$ cat config.mk
export PLATFORM = sky130hd
export DESIGN_NAME = hash_msg_feeder
export DESIGN_NICKNAME = d
export VERILOG_FILES = /design/src/rtl/hash_feeder_pkg.sv /design/src/rtl/hash_feeder_fifo.sv /design/src/rtl/hash_msg_feeder.sv
export SDC_FILE = /design/constraint.sdc
export NUM_CORES = 1
export LEC_CHECK = 0
export ABC_AREA = 1
export CAP_MARGIN = 20
export CORE_UTILIZATION = 35
export CTS_CLUSTER_SIZE = 25
export DETAILED_ROUTE_END_ITERATION = 8
export GPL_TIMING_DRIVEN = 0
export HOLD_SLACK_MARGIN = 0.05
export PLACE_DENSITY = 0.63
export SYNTH_ARGS = -nofsm -noshare
export SYNTH_HDL_FRONTEND = slang
export SYNTH_SLANG_ARGS = --single-unit
$ cat constraint.sdc
create_clock -name clk -period 2.85 [get_ports clk]
set_input_delay 0.285 -clock clk [delete_from_list [all_inputs] [get_ports clk]]
set_output_delay 0.285 -clock clk [all_outputs]
set_load 0.005 [all_outputs]
$ cat src/rtl/hash_feeder_pkg.sv
// Shared widths and FSM state encoding for the hash message feeder.
package hash_feeder_pkg;
   localparam int DIGEST_W = 64;
   localparam int LEN_W    = 64;
   localparam int BYTE_W   = 8;

   typedef enum logic [1:0] {
      IDLE   = 2'd0,
      STREAM = 2'd1,
      WAIT   = 2'd2,
      DONE   = 2'd3
   } state_t;
endpackage

$ cat src/rtl/hash_feeder_fifo.sv
// Byte FIFO holding the host message; dout shows the head combinationally, zero-latency pop.
// Push while full and pop while empty are dropped; the caller gates on full/empty.
module hash_feeder_fifo
   import hash_feeder_pkg::*;
#(
   parameter int DEPTH = 64,
   parameter int CNT_W = $clog2(DEPTH) + 1
) (
   input  logic              clk,
   input  logic              rst_n,
   input  logic              push,
   input  logic [BYTE_W-1:0] din,
   input  logic              pop,
   output logic [BYTE_W-1:0] dout,
   output logic              full,
   output logic              empty,
   output logic [CNT_W-1:0]  count
);
   localparam int AW = $clog2(DEPTH);

   logic [BYTE_W-1:0] mem [DEPTH];
   logic [AW-1:0]     wr_ptr;
   logic [AW-1:0]     rd_ptr;
   logic              do_push;
   logic              do_pop;

   assign full    = (count == CNT_W'(DEPTH));
   assign empty   = (count == '0);
   assign do_push = push && !full;
   assign do_pop  = pop && !empty;
   assign dout    = mem[rd_ptr];

   always_ff @(posedge clk) begin
      if (do_push) mem[wr_ptr] <= din;
   end

   // Pointers are exactly log2(DEPTH) wide, so they wrap modulo DEPTH for free.
   always_ff @(posedge clk or negedge rst_n) begin
      if (!rst_n) begin
         wr_ptr <= '0;
         rd_ptr <= '0;
         count  <= '0;
      end else begin
         if (do_push) wr_ptr <= wr_ptr + AW'(1);
         if (do_pop)  rd_ptr <= rd_ptr + AW'(1);
         case ({do_push, do_pop})
            2'b10:   count <= count + CNT_W'(1);
            2'b01:   count <= count - CNT_W'(1);
            default: count <= count;
         endcase
      end
   end
endmodule

$ cat src/rtl/hash_msg_feeder.sv
// Buffers host bytes and streams msg_len of them to a hash core, one per cycle, then captures the digest.
// wr_ready only in IDLE with room; optional digest/target compare under HASH_FEEDER_CMP_EN.
module hash_msg_feeder
   import hash_feeder_pkg::*;
#(
   parameter int DEPTH = 64,
   parameter int CNT_W = $clog2(DEPTH) + 1
) (
   input  logic                clk,
   input  logic                rst_n,
   input  logic                wr_valid,
   input  logic [BYTE_W-1:0]   wr_data,
   output logic                wr_ready,
   input  logic                start,
   input  logic [LEN_W-1:0]    msg_len,
   input  logic [DIGEST_W-1:0] target,
   output logic                busy,
   output logic                done,
   output logic                match,
   output logic                err,
   output logic [DIGEST_W-1:0] digest,
   output logic                M_valid,
   output logic [BYTE_W-1:0]   M,
   output logic [LEN_W-1:0]    C_in,
   input  logic                hash_ready,
   input  logic [DIGEST_W-1:0] digest_out
);
   state_t            state;
   logic [CNT_W-1:0]  rem;
   logic [CNT_W-1:0]  occ;
   logic [BYTE_W-1:0] fifo_dout;
   logic              fifo_full;
   logic              fifo_empty;
   logic              push;
   logic              pop;
   logic              len_ok;
   logic              accept;

   assign wr_ready = !fifo_full && (state == IDLE);
   assign push     = wr_valid && wr_ready;

   // occ is the pre-write count, so a same-cycle write never satisfies the length check.
   always_comb begin
      len_ok = (msg_len <= {{(LEN_W-CNT_W){1'b0}}, occ});
      accept = (state == IDLE) && start && len_ok;
      pop    = !fifo_empty &&
               ((accept && (msg_len != '0)) || ((state == STREAM) && (rem != '0)));
   end

   hash_feeder_fifo #(
      .DEPTH (DEPTH),
      .CNT_W (CNT_W)
   ) u_fifo (
      .clk   (clk),
      .rst_n (rst_n),
      .push  (push),
      .din   (wr_data),
      .pop   (pop),
      .dout  (fifo_dout),
      .full  (fifo_full),
      .empty (fifo_empty),
      .count (occ)
   );

   // rem counts bytes still to load after the one currently on M.
   always_ff @(posedge clk or negedge rst_n) begin
      if (!rst_n) begin
         state   <= IDLE;
         rem     <= '0;
         busy    <= 1'b0;
         done    <= 1'b0;
         err     <= 1'b0;
         M_valid <= 1'b0;
         M       <= '0;
         C_in    <= '0;
         digest  <= '0;
      end else begin
         err  <= 1'b0;
         done <= 1'b0;
         case (state)
            IDLE: begin
               if (start) begin
                  if (len_ok) begin
                     C_in    <= msg_len;
                     busy    <= 1'b1;
                     M_valid <= 1'b1;
                     if (msg_len == '0) begin
                        M     <= '0;
                        state <= WAIT;
                     end else begin
                        M     <= fifo_dout;
                        rem   <= msg_len[CNT_W-1:0] - CNT_W'(1);
                        state <= STREAM;
                     end
                  end else begin
                     err <= 1'b1;
                  end
               end
            end
            STREAM: begin
               if (rem != '0) begin
                  M   <= fifo_dout;
                  rem <= rem - CNT_W'(1);
               end else begin
                  state <= WAIT;
               end
            end
            WAIT: begin
               if (hash_ready) begin
                  digest  <= digest_out;
                  M_valid <= 1'b0;
                  busy    <= 1'b0;
                  done    <= 1'b1;
                  state   <= DONE;
               end
            end
            DONE:    state <= IDLE;
            default: state <= IDLE;
         endcase
      end
   end

`ifdef HASH_FEEDER_CMP_EN
   logic [DIGEST_W-1:0] tgt_q;

   always_ff @(posedge clk or negedge rst_n) begin
      if (!rst_n) begin
         tgt_q <= '0;
         match <= 1'b0;
      end else begin
         if (accept) tgt_q <= target;
         if ((state == WAIT) && hash_ready) match <= (digest_out == tgt_q);
      end
   end
`else
   logic unused_target;
   assign unused_target = ^target;
   assign match         = 1'b0;
`endif
endmodule

## After elaboration in Yosys (flattened, before gate mapping)

Memory sizes are Yosys's and may differ from the RTL's.
Index checks and enable logic that the tools add are counted.
W data, S select, Z words.

| storage, ports and cells | value |
|---|---|
| register bits after elaboration | 167 |
| RAM bits | 512 |
| input port bits | 205 |
| output and inout bits | 142 |
| word-level logic and storage cells | 85 |
| memories kept | 1 |

| operators by class | value |
|---|---|
| $add $sub $neg | 6 |
| order comparisons | 1 |
| equality and inequality tests | 12 |
| muxes and demuxes | 28 |
| reductions and logical operators | 26 |

Memory list:

| name | depth | width | read ports | clocked after Yosys merged registers in | write ports | RTL line | RTL |
|---|---|---|---|---|---|---|---|
| u_fifo.mem | 64 | 8 | 1 | 0 | 1 | hash_feeder_fifo.sv:21 | `logic [BYTE_W-1:0] mem [DEPTH];` |

Operators with widths:

| cell | number |
|---|---|
| $le A64 B7 Y1 | 1 |
| $logic_not A64 Y1 | 1 |
| $reduce_bool A64 Y1 | 1 |
| $mux W8 | 4 |
| $mux W7 | 4 |
| $pmux W7 S2 | 2 |
| $sub A7 B1 Y7 const B | 3 |
| $pmux W8 S2 | 1 |
| $add A6 B1 Y6 const B | 2 |
| $reduce_and A4 Y1 | 3 |
| $mux W1 | 10 |
| $mux W2 | 5 |
| $ne A2 B2 Y1 const B | 5 |
| $logic_and A1 B1 Y1 | 9 |
| $pmux W2 S4 | 1 |
| $add A7 B1 Y7 const B | 1 |
| $eq A7 B7 Y1 const B | 1 |
| $logic_not A7 Y1 | 1 |
| $reduce_bool A7 Y1 | 1 |
| $eq A2 B2 Y1 const B | 3 |
| $reduce_bool A2 Y1 | 3 |
| $reduce_and A5 Y1 | 1 |
| $eq A2 B1 Y1 const B | 2 |
| $reduce_and A3 Y1 | 1 |
| 6 further kinds | 7 |

## Logic depth before layout (Yosys ltp)

Gate-level depths: netlist of the first run.

| depth | value |
|---|---|
| depth after elaboration | 9 |
| mapped depth | 26 |
| mapped depth without buffers | 26 |

## Modules after synthesis

From an unflattened synthesis of the first run, not the netlist that was laid out.

| unflattened totals | value |
|---|---|
| cell total of the unflattened synthesis | 2832 |
| area, all modules | 29163.0 sq um |

Modules (own cells, without submodules):

| module | times used | cells an instance | area an instance (sq um) | sequential area each (sq um) |
|---|---|---|---|---|
| hash_feeder_fifo | 1 | 2114 | 22798.1 | 15850.2 |
| hash_msg_feeder | 1 | 718 | 6364.9 | 3703.6 |

## Worst setup path before layout of the first run

No wires, ideal clock.

| timing path | value |
|---|---|
| path type | register to register |
| start | register u_fifo.count[6] |
| end | register u_fifo.count[6] |
| library setup time | 127 ps |
| data arrival time | 2889 ps |
| slack | -165 ps |
| stages on the path, launching flop included | 23 |
| path buffers | 0 |
| period minus slack after synthesis | 3015 ps |
| path through | dfrtp_1 inv_1 ha_1 inv_1 nor3_1 nand3_1 nand2_1 nand4_1 nand2_1 nand2_1 inv_1 ha_1 inv_1 fa_1 inv_1 nand3_1 nand2_1 nand2_1 nand2_1 a21oi_1 xor2_1 nand2_1 o21ai_0 |

| between the ends | value |
|---|---|
| cells in the longest elaborated chain, start to end | 8 |

RTL lines:

| what | RTL line | RTL |
|---|---|---|
| start, declared | hash_feeder_fifo.sv:17 | `output logic [CNT_W-1:0] count` |
| start signal, assigned | hash_feeder_fifo.sv:47 | `2'b10: count <= count + CNT_W'(1);` |
| start signal, assigned | hash_feeder_fifo.sv:48 | `2'b01: count <= count - CNT_W'(1);` |
| start signal, assigned | hash_feeder_fifo.sv:49 | `default: count <= count;` |
| $le A64 B7 Y1 | hash_msg_feeder.sv:44 | `len_ok = (msg_len <= {{(LEN_W-CNT_W){1'b0}}, occ});` |
| $logic_and A1 B1 Y1 | hash_msg_feeder.sv:45 | `accept = (state == IDLE) && start && len_ok;` |
| $logic_and A1 B1 Y1 | hash_msg_feeder.sv:47 | `((accept && (msg_len != '0)) \|\| ((state == STREAM) && (rem != '0)));` |
| $logic_or A1 B1 Y1 | hash_msg_feeder.sv:47 |  |
| $logic_and A1 B1 Y1 | hash_msg_feeder.sv:46 | `pop = !fifo_empty &&` |
| $logic_and A1 B1 Y1 (*) | hash_feeder_fifo.sv:30 | `assign do_pop = pop && !empty;` |
| net u_fifo.do_pop | hash_feeder_fifo.sv:25 | `logic do_pop;` |
| $eq A2 B1 Y1 / $eq A2 B2 Y1 (equally long branches) | hash_feeder_fifo.sv:46 | `case ({do_push, do_pop})` |
| $pmux W7 S2 / $reduce_bool A2 Y1 (equally long branches) | n/a |  |

The timed path passes the listed nets; every way through them passes the cells marked *.
A chain may end at the register's enable or synchronous reset.

## Worst setup path in the final report of the first run

| timing path | value |
|---|---|
| start | register u_fifo.count[5] |
| end | register u_fifo.count[5] |

Same word-level chain as after synthesis.

==> results of run 1 <==
## worst max-delay path: stages (launching register included)
cell and delay, ns:
dfrtp_1 0.39, inv_2 0.07, ha_4 0.27, nand2_2 0.06, nor3_4 0.18, nand2_1 0.07
nand2_1 0.09, nand2_2 0.06, nand4_1 0.13, nand2_4 0.10, nand2_8 0.10, inv_4 0.04
ha_4 0.18, buf_6 0.12, ha_4 0.24, nand3_1 0.07, nand2_1 0.10, nand2_1 0.07
nand2_1 0.07, nand2_1 0.06, and3_1 0.15, o21ai_1 0.13, o21ai_1 0.08
## through the flow
stage                     power [W]  setup slack, ns  hold WS [ns]    util  instances
after floorplan             0.01208          0.01743      -0.01059       -       2736
after CTS                   0.02263          -0.2031        0.1598  0.4423       4248
after global routing        0.02340          -0.3263        0.1986  0.4459       4255
final                       0.02270         -0.08996        0.1868  0.4460       4256
after detailed placement    0.01289          -0.9047        0.3165  0.4079       4084
after global placement      0.01285           -6.102        0.4494  0.4065       4077
## what timing repair did
item | in CTS | in global routing
hold endpoints to repair | 75 | 0
gates resized for setup | 52 | 68
pin swaps | 13 | 17
hold buffers | 1 | 0
buffers inserted | 28 | 8
setup endpoints to repair | 493 | 325
gates cloned | 0 | 0
## cell usage in the layout, fill, tap and decap left out, types with 17 or more instances in the layout
master           count
inv_1              288
o21ai_1             37
clkbuf_1            54
dfrtp_1            167
nor2_1             215
o211ai_1            96
clkdlybuf4s50_1    272
or2_2               17
buf_2               64
buf_4               56
nor2_4              17
edfxtp_1           512
nand2_1            756
nand3_1            297
nor2_2              41
buf_1               17
clkbuf_16           75
o21ai_0             50
## logic make-up (layout without fill, tap and decap cells)
kind of cell / after synthesis / in the layout / synth area share
compound gates: 196 / 196 / 0.04284
xor+xnor: 15 / 15 / 0.004571
fa+ha+maj: 20 / 20 / 0.008968
buf+inv: 441 / 900 / 0.06517
flops: 679 / 679 / 0.6804
other cells: 1 / 2 / 0.0001305
simple gates: 1384 / 1384 / 0.1980
## how the worst max path moves through the flow
stage	from	endpoint	slack (ns)	cells past startpoint
finish	u_fifo.count[5]	u_fifo.count[5]	-0.09	22
detailed placement	msg_len[4]	u_fifo.count[6]	-0.90	22
global route	u_fifo.count[5]	u_fifo.count[5]	-0.33	22
floorplan	u_fifo.count[6]	u_fifo.count[6]	0.02	25
CTS	state[0]	u_fifo.mem[39][4]	-0.20	6
global placement	rst_n	M[3]	-6.10	1
## per-layer routing
| layer | global-route usage | routed length, µm | vias up |
|---|---|---|---|
| met3 | 0.04534 | 8576 | 214 |
| met5 | 0 | 14 | - |
| li1 | - | - | 9850 |
| met1 | 0.2895 | 37150 | 9893 |
| met4 | 0.09683 | 4061 | 2 |
| met2 | 0.3294 | 39940 | 1008 |
## final cells by class
cell class / count / area [µm²]
Fill cell: 7560 / 44840
Sequential cell: 679 / 19550
Multi-Input combinational cell: 1616 / 7722
Timing Repair Buffer: 324 / 3226
Clock buffer: 101 / 2004
Tap cell: 1060 / 1326
Inverter: 304 / 1149
Buffer: 137 / 732.0
Clock inverter: 34 / 379.1
Antenna cell: 1 / 2.502
## flip-flops by register name, summed over array words and instances (netlist names)
register	flops
state	2
done	1
u_fifo.mem	512
u_fifo.count	7
rem	7
err	1
u_fifo.wr_ptr	6
C_in	64
M_valid	1
digest	64
u_fifo.rd_ptr	6
M	8
## cells in the mapped netlist, types with 2 or more instances
master / number / area (µm²)
buf_1: 17 / 63.81
o21ai_1: 31 / 155.2
clkbuf_1: 31 / 116.4
a21oi_1: 9 / 45.04
nand2_2: 3 / 18.77
o22ai_1: 2 / 12.51
inv_2: 4 / 15.01
nor3_1: 4 / 20.02
dfrtp_1: 167 / 4179
nand4_1: 11 / 68.82
and2_1: 4 / 25.02
nand2_1: 766 / 2875
nand3_1: 300 / 1501
clkinv_1: 2 / 7.510
buf_2: 59 / 295.3
ha_1: 19 / 237.7
nor2_1: 272 / 1021
nor4_1: 2 / 12.51
buf_6: 7 / 78.83
buf_4: 21 / 157.7
or2_2: 17 / 106.4
xor2_1: 11 / 96.34
and3_1: 2 / 12.51
o21ai_0: 56 / 280.3
xnor2_1: 4 / 35.03
edfxtp_1: 512 / 15370
inv_1: 298 / 1119
o211ai_1: 96 / 720.7
a21oi_2: 2 / 17.52
## report_power, final
part / internal (W) / switching, W / leakage [nW]
logic: 0.000674 / 0.00130 / 6.66
clock network: 0.00552 / 0.00405 / 1.15
registers: 0.0110 / 0.000145 / 6.91
==> results.toml, run 1 <==
[worst_setup_path]
worstPathArrival_ns = 3.42
critPathRequiredTime_ns = 3.33
regToRegSetupSlack_ns = -0.09
rr_startpoint = "u_fifo.count[5]"
start_kind = "flop"
crit_type = "flop to flop"
rr_worst_depth = 22
worstReg2RegEnd = "u_fifo.count[5]"
worst-path-max-fanout = 5
critPathCaptureType = "flop"

[placed_design]
port_buffers = 281
gp_congestion = 0.9470
hpwl_mm = 62.29
place_area_mm2 = 0.03302

[synth]
synth_edf_count = 512
ys_seq_elements = 679
synth_fp_nets = 2961
syn_area_per_cell_um2 = 10.50
syn-instance-count = 2736
ys_types = 36
post_synth_instance_area_mm2 = 0.02874
yosysWarningCount = 0
synthFlopType = "edfxtp_1"
synth-seq-area-share = 0.6804
async_flop_share = 0.2459

[global_route]
antenna_found_initial = 5
grt_max_degree = 93
grt_pass1_wl_mm = 130.2
track_usage = 0.2138
overflow = 0
grt_pass1_vias = 20130

[timing]
setup_ws_ns = -0.08996
finalCritPeriodShare = 1.032
max_freq_ghz = 0.3401
hold_viol = 0
rsz0062_at_grt = "yes"
finalSetupTns_ns = -0.2084
setup_viol = 3
fin_worst_skew_ns = 0.04176
tightest_slew_ns = 1.131
layout_min_cycle_time_ns = 2.940
slew_viol_final = 0
slew_headroom = 0.2459

[floorplanning]
die_area_mm2 = 0.08326
initial_core_util = 0.3551
io_pins = 347
rows = 104
core_mm2 = 0.08094
fp.dieW_um = 288.6
fp.dieH_um = 288.6

[hold_path]
hold_class = "input port to flop"
hold_start = "digest_out[23]"
min_to = "digest[23]"
holdPathStages = 3

[power_and_ir_drop]
max-vdd-ir-drop_uv = 346.9
power.density_mw_per_mm2 = 629.0
power.leakage_nw = 14.72

[finish]
syn_to_final_growth_pct = 25.59
final_nets = 3361
drive_gt1_frac = 0.1149
fin_area_mm2 = 0.03609

[detailed_routing]
vias = 20970
viasPerCell = 4.926
wl_per_cell_um = 21.08
firstDrtPassIters = 5
drc = 0
drt_iter0_markers = 2145
ant_nets = 0
drt-total-wl_mm = 89.73

[clocking]
h-tree-depth = 3
clock_latency_ns = 0.64
clockBufferDepth = 3
path_clk_slew_ns = 0.06
clock_sinks = 679
numCtsBuffers = 74
ctsRootBufferMaster = "clkbuf_16"
cts_tree = "yes"

[status]
violations = "setup timing"
status = "complete, but fails checks"

[flow_run]
maxCapViolations = 0
Power figures use the tool's default switching activity.
==> run 2, diff against run 1 <==
CORE_ASPECT_RATIO = 1.4   (was not set)
RECOVER_POWER = 25   (was not set)
==> run 2 against run 1 <==
Net effect:
- the flow finishes with violations (capacitance limit, slew limit, setup timing)
- maximum frequency is 1.9% lower
- combinational power grew 7%
- non-clock buffer count rose by 4
- flip-flop and latch count did not move
- sequential share of layout area increased by 0.13 points
- via count is 0.71% higher
- clock skew decreased by 0.0084 ns
- clock power decreased by 3.0%
- setup slack worse by 0.056 ns
- critical path depth fell by 5
- critical path type unchanged
==> results.toml, run 2 (synthesis results as in run 1) <==
[worst_setup_path]
crit_type = "flop to flop"
worstReg2RegEnd = "u_fifo.count[5]"
rr_worst_depth = 17
critPathRequiredTime_ns = 3.33
critPathCaptureType = "flop"
worstPathArrival_ns = 3.48
start_kind = "flop"
critPathLaunch = "u_fifo.count[1]"
critPathCapture = "u_fifo.count[5]"
worst-path-max-fanout = 7
rr_startpoint = "u_fifo.count[1]"
regToRegSetupSlack_ns = -0.15

[floorplanning]
initial_core_util = 0.3528
core_mm2 = 0.08145
rows = 124
die_area_mm2 = 0.08328
io_pins = 347
fp.dieW_um = 244.2
fp.dieH_um = 341.1

[finish]
reg_top3 = "u_fifo.mem (512), C_in (64), digest (64)"
final_nets = 3360
drive_gt1_frac = 0.1179
final_common_cell = "nand2_1"
syn_to_final_growth_pct = 25.31
regMostFlops = "u_fifo.mem"
largest_register_ffs = 512
layout_common_cells = "754 x nand2_1, 512 x edfxtp_1, 297 x nand3_1"

[timing]
hold_viol = 0
max_freq_ghz = 0.3338
setup_ws_ns = -0.1457
finalCritPeriodShare = 1.051
fin_worst_skew_ns = 0.03339
rsz0062_at_grt = "yes"
layout_min_cycle_time_ns = 2.996
finalSetupTns_ns = -0.2754
setup_viol = 3
slew_viol_final = 360
holdWs_ns = 0.1993
tightest_slew_ns = 2.067
slew_headroom = -0.3781

[hold_path]
hold_class = "input port to flop"

[placed_design]
hpwl_mm = 62.26
port_buffers = 281
gp_congestion = 0.9962

[flow_run]
maxCapViolations = 8

[global_route]
grt_max_degree = 113
grt_pass1_vias = 21510
track_usage = 0.2145
antenna_found_initial = 1
grt_pass1_wl_mm = 132.7
overflow = 0

[power_and_ir_drop]
power.density_mw_per_mm2 = 625.7
total_power_w = 0.02253
max-vdd-ir-drop_uv = 404.9
power.leakage_nw = 14.68

[clocking]
clock_sinks = 679
cts_tree = "yes"
clock_latency_ns = 0.63
ctsRootBufferMaster = "clkbuf_16"
clockBufferDepth = 3
numCtsBuffers = 69
path_clk_slew_ns = 0.06
h-tree-depth = 3

[detailed_routing]
viasPerCell = 4.955
ant_nets = 0
drc = 0
drt_iter0_markers = 1538
drt-total-wl_mm = 89.47
vias = 21120
wl_per_cell_um = 21.00
firstDrtPassIters = 6

[status]
violations = "capacitance limit, slew limit, setup timing"
status = "complete, but fails checks"
run 2: cell count changes in the layout (fill, tap and decap cells not counted), sizes merged:
cell | previous run | this run
clkinv | 21 | 31
clkbuf | 133 | 125
buf | 156 | 150
inv | 307 | 303
bufinv | 6 | 8
run 2: cell type report:
cell class	instances	area, µm²
clock buffers	83	1821
diodes	1	2.502
fillers	7603	45440
multi-input cells	1616	7734
plain buffers	137	732.0
flip-flops and latches	679	19560
well taps	1071	1340
clock inverters	42	459.2
inverters	304	1146
repair buffers	328	3224
run 2: how the worst min path moves through the flow:
stage | startpoint | to | cells after the start
after floorplan | rst_n | C_in[0] | 0
after global placement | C_in[7] | C_in[7] | 2
after detailed placement | rst_n | C_in[30] | 1
after CTS | wr_data[7] | u_fifo.mem[47][7] | 1
after global routing | digest_out[12] | digest[12] | 3
final | digest_out[57] | digest[57] | 3
run 2: stage by stage:
step	utilization	worst slack (ns)	area, µm²	cells
final	0.4421	-0.1457	36010	4261
after global routing	0.4421	-0.3614	36010	4261
after CTS	0.4382	-0.1890	35700	4250
after detailed placement	0.4059	-0.9196	33060	4097
after global placement	0.4041	-6.217	32920	4088
after floorplan	-	0.01743	28760	2736
run 2: timing repair:
action | 4_1_cts | 5_1_grt
gates cloned | 0 | 0
pin swaps | 8 | 20
endpoints found under the hold margin | 55 | 0
hold buffers | 1 | 0
setup endpoints to repair | 502 | 366
buffers inserted | 27 | 10
gates resized for setup | 39 | 85
run 2: per-layer routing:
| metal | GRT usage | wire, µm | vias up |
|---|---|---|---|
| met3 | 0.05025 | 7473 | 251 |
| met4 | 0.1311 | 5720 | 0 |
| met2 | 0.3743 | 44230 | 1038 |
| met1 | 0.2352 | 32050 | 9983 |
| met5 | 0 | 0 | - |
| li1 | - | - | 9843 |
run 2: where the power goes:
group / total [W] / internal (W) / switching [W] / leakage (nW)
registers: 0.0112 / 0.0110 / 0.000139 / 6.91
clock network: 0.00928 / 0.00532 / 0.00395 / 1.11
logic: 0.00210 / 0.000720 / 0.00138 / 6.66
run 2: critical path, cell delays in order, from the launching register on:
cell     delay [ns]
dfrtp_1        0.40
buf_4          0.15
nor4_1         0.42
and2_1         0.26
nand2_4        0.14
nand2_8        0.10
inv_4          0.03
ha_4           0.18
buf_12         0.13
ha_4           0.28
nand3_2        0.10
nand2_2        0.10
nand2_2        0.06
nand2_2        0.07
nand2_2        0.06
and3_4         0.15
o21ai_2        0.13
o21ai_1        0.08
==> run 3, diff against run 2 <==
REMOVE_ABC_BUFFERS = 1   (was not set)
==> run 3 against run 2 <==
Net effect:
- the run still ends with capacitance limit, slew limit, setup timing left
- largest power group unchanged
- combinational power shrank 9.5%
- critical path depth grew 4
- clock power fell by 3.9%
- global-route usage is 3.7 points lower
- count of clock-buffer cells in the layout is 2 higher
- critical endpoint unchanged
==> results.toml, run 3 (synthesis results as in run 1) <==
[floorplanning]
io_pins = 347
core_mm2 = 0.08145
fp.dieH_um = 341.1
rows = 124
die_area_mm2 = 0.08328
fp.dieW_um = 244.2
initial_core_util = 0.3528

[timing]
tightest_slew_ns = 2.323
slew_viol_final = 297
setup_ws_ns = -0.06220
setup_viol = 2
max_freq_ghz = 0.3434
hold_viol = 0
fin_worst_skew_ns = 0.02774
slew_headroom = -0.5486
rsz0062_at_grt = "yes"
holdWs_ns = 0.2121
layout_min_cycle_time_ns = 2.912
finalCritPeriodShare = 1.022

[power_and_ir_drop]
p_int_w = 0.01679
swShare = 0.2372
power.density_mw_per_mm2 = 617.3
power.leakage_nw = 14.47
p_seq_frac = 0.508
clkPwrFrac = 0.405
total_power_w = 0.02201
p_comb_frac = 0.086
switching_power_w = 0.005221
max-vdd-ir-drop_uv = 382.9

[finish]
reg_top3 = "u_fifo.mem (512), C_in (64), digest (64)"
largest_register_ffs = 512
layout_common_cells = "758 x nand2_1, 512 x edfxtp_1, 299 x nand3_1"
final_nets = 3246
regMostFlops = "u_fifo.mem"
drive_gt1_frac = 0.09789
fin_cells = 4148
final_common_cell = "nand2_1"
syn_to_final_growth_pct = 24.07

[worst_setup_path]
critPathMostFrequentCell = "nand2_1"
cpMaxStageDelayCell = "dfrtp_1"
regToRegSetupSlack_ns = -0.06
critPathRequiredTime_ns = 3.32
crit_type = "flop to flop"
worstReg2RegEnd = "u_fifo.count[5]"
rr_worst_depth = 21
cpPeakStageDelay_ns = 0.38
worst-path-max-fanout = 7
critPathBufInv = 2
worstPathArrival_ns = 3.39
rr_startpoint = "u_fifo.count[5]"
path_delay_family = "simple AND/OR/NAND/NOR gates"
critPathCaptureType = "flop"
start_kind = "flop"
worstPathCellList = "inv_2 -> ha_4 -> nand2_1 -> nor3_2 -> nand2_1 -> nand2_1 -> nand2_2 -> nand4_1 -> nand2_2 -> nand2_4 -> inv_4 -> ha_4 -> ha_4 -> nand3_1 -> nand2_1 -> nand2_1 -> nand2_1 -> nand2_1 -> and3_1 -> o21ai_2 -> o21ai_1"

[detailed_routing]
vias = 19910
firstDrtPassIters = 7
drc = 0
ant_nets = 0
drt_iter0_markers = 1522
viasPerCell = 4.799
drt-total-wl_mm = 75.67
wl_per_cell_um = 18.24

[global_route]
overflow = 0
track_usage = 0.1779
grt_pass1_wl_mm = 113.6
grtUsageMet3 = 0.03334
gr-usage-met1 = 0.2049
grt_pass1_vias = 19470
use_met2 = 0.3245
grt_max_degree = 111
grt-busiest-layer = "met2"
antenna_found_initial = 5

[clocking]
h-tree-depth = 3
path_clk_slew_ns = 0.06
clock_latency_ns = 0.61
clockBufferDepth = 3
clock_sinks = 679
ctsRootBufferMaster = "clkbuf_16"
cts_tree = "yes"
numCtsBuffers = 67

[hold_path]
min_to = "digest[49]"
hold_start = "digest_out[49]"
holdPathStages = 3
hold_class = "input port to flop"

[placed_design]
pre_cts_ws_ns = -1.412
hpwl_mm = 46.77
port_buffers = 281
gp_congestion = 0.8472
dpl.cell_count = 3974

[flow_run]
maxCapViolations = 8

[status]
violations = "capacitance limit, slew limit, setup timing"
status = "complete, but fails checks"
==> run 3: changes by cell type in the layout (fill, tap and decap cells not counted), moves of 7 or more <==
| cell | change |
|---|---|
| buf_16 | +8 |
| buf_1 | -17 |
| clkbuf_1 | -27 |
| buf_4 | -15 |
| buf_2 | -59 |
| buf_6 | -7 |
==> run 3: layer usage <==
metal  share of wire  wire (µm)
met1            0.38      28780
met2            0.52      39320
met3           0.065       4955
met4           0.035       2617
met5               0          0
==> run 3: power by group through the flow <==
stage | clock network, W | logic [W] | registers [W]
4_1_cts | 0.00909 | 0.00162 | 0.0112
3_3_place_gp | 0 | 0.00140 | 0.0114
2_1_floorplan | 0 | 0.000728 | 0.0113
3_5_place_dp | 0 | 0.00148 | 0.0114
5_1_grt | 0.00944 | 0.00208 | 0.0112
6_report | 0.00892 | 0.00190 | 0.0112
==> run 3: metrics by stage <==
| step | cell area [µm²] | util | TNS [ns] |
|---|---|---|---|
| CTS | 35260 | 0.4329 | -0.9551 |
| detailed placement | 32680 | 0.4012 | -261.34 |
| global placement | 32160 | 0.3948 | -1692.71 |
| floorplan | 28010 | - | -82.24 |
| global route | 35660 | 0.4378 | -2.475 |
| finish | 35660 | 0.4378 | -0.1188 |
==> run 3: layout make-up <==
class	count	area, µm²
fill	7491	45800
sequential	679	19570
multi-input combinational	1616	7659
timing repair buffer	353	3691
clock buffer	85	1852
tap	1071	1340
inverter	304	1194
clock inverter	38	350.3
antenna	2	5.005
==> run 3: how the worst max path moves through the flow <==
stage                      from         endpoint  depth (start not counted)
3_3_place_gp   u_fifo.rd_ptr[0]             M[3]                          9
4_1_cts                state[1]  u_fifo.count[6]                         18
3_5_place_dp        msg_len[38]  u_fifo.count[6]                         22
6_report        u_fifo.count[5]  u_fifo.count[5]                         21
5_1_grt         u_fifo.count[6]  u_fifo.count[5]                         23
2_1_floorplan  u_fifo.rd_ptr[0]             M[0]                          9
==> run 3: timing repair <==
action                                  CTS  global route
gates cloned                              2             1
gates resized for setup                  39            79
endpoints found under the setup margin  479           382
hold buffers                              1             0
endpoints found under the hold margin    57             0
buffers inserted                         19            26
pin swaps                                 0            14
==> run 3: worst min-delay path, delay by kind of cell <==
kind,cells,cell delay (ns)
buffers and inverters,1,0.39
and+or+nand+nor,2,0.10
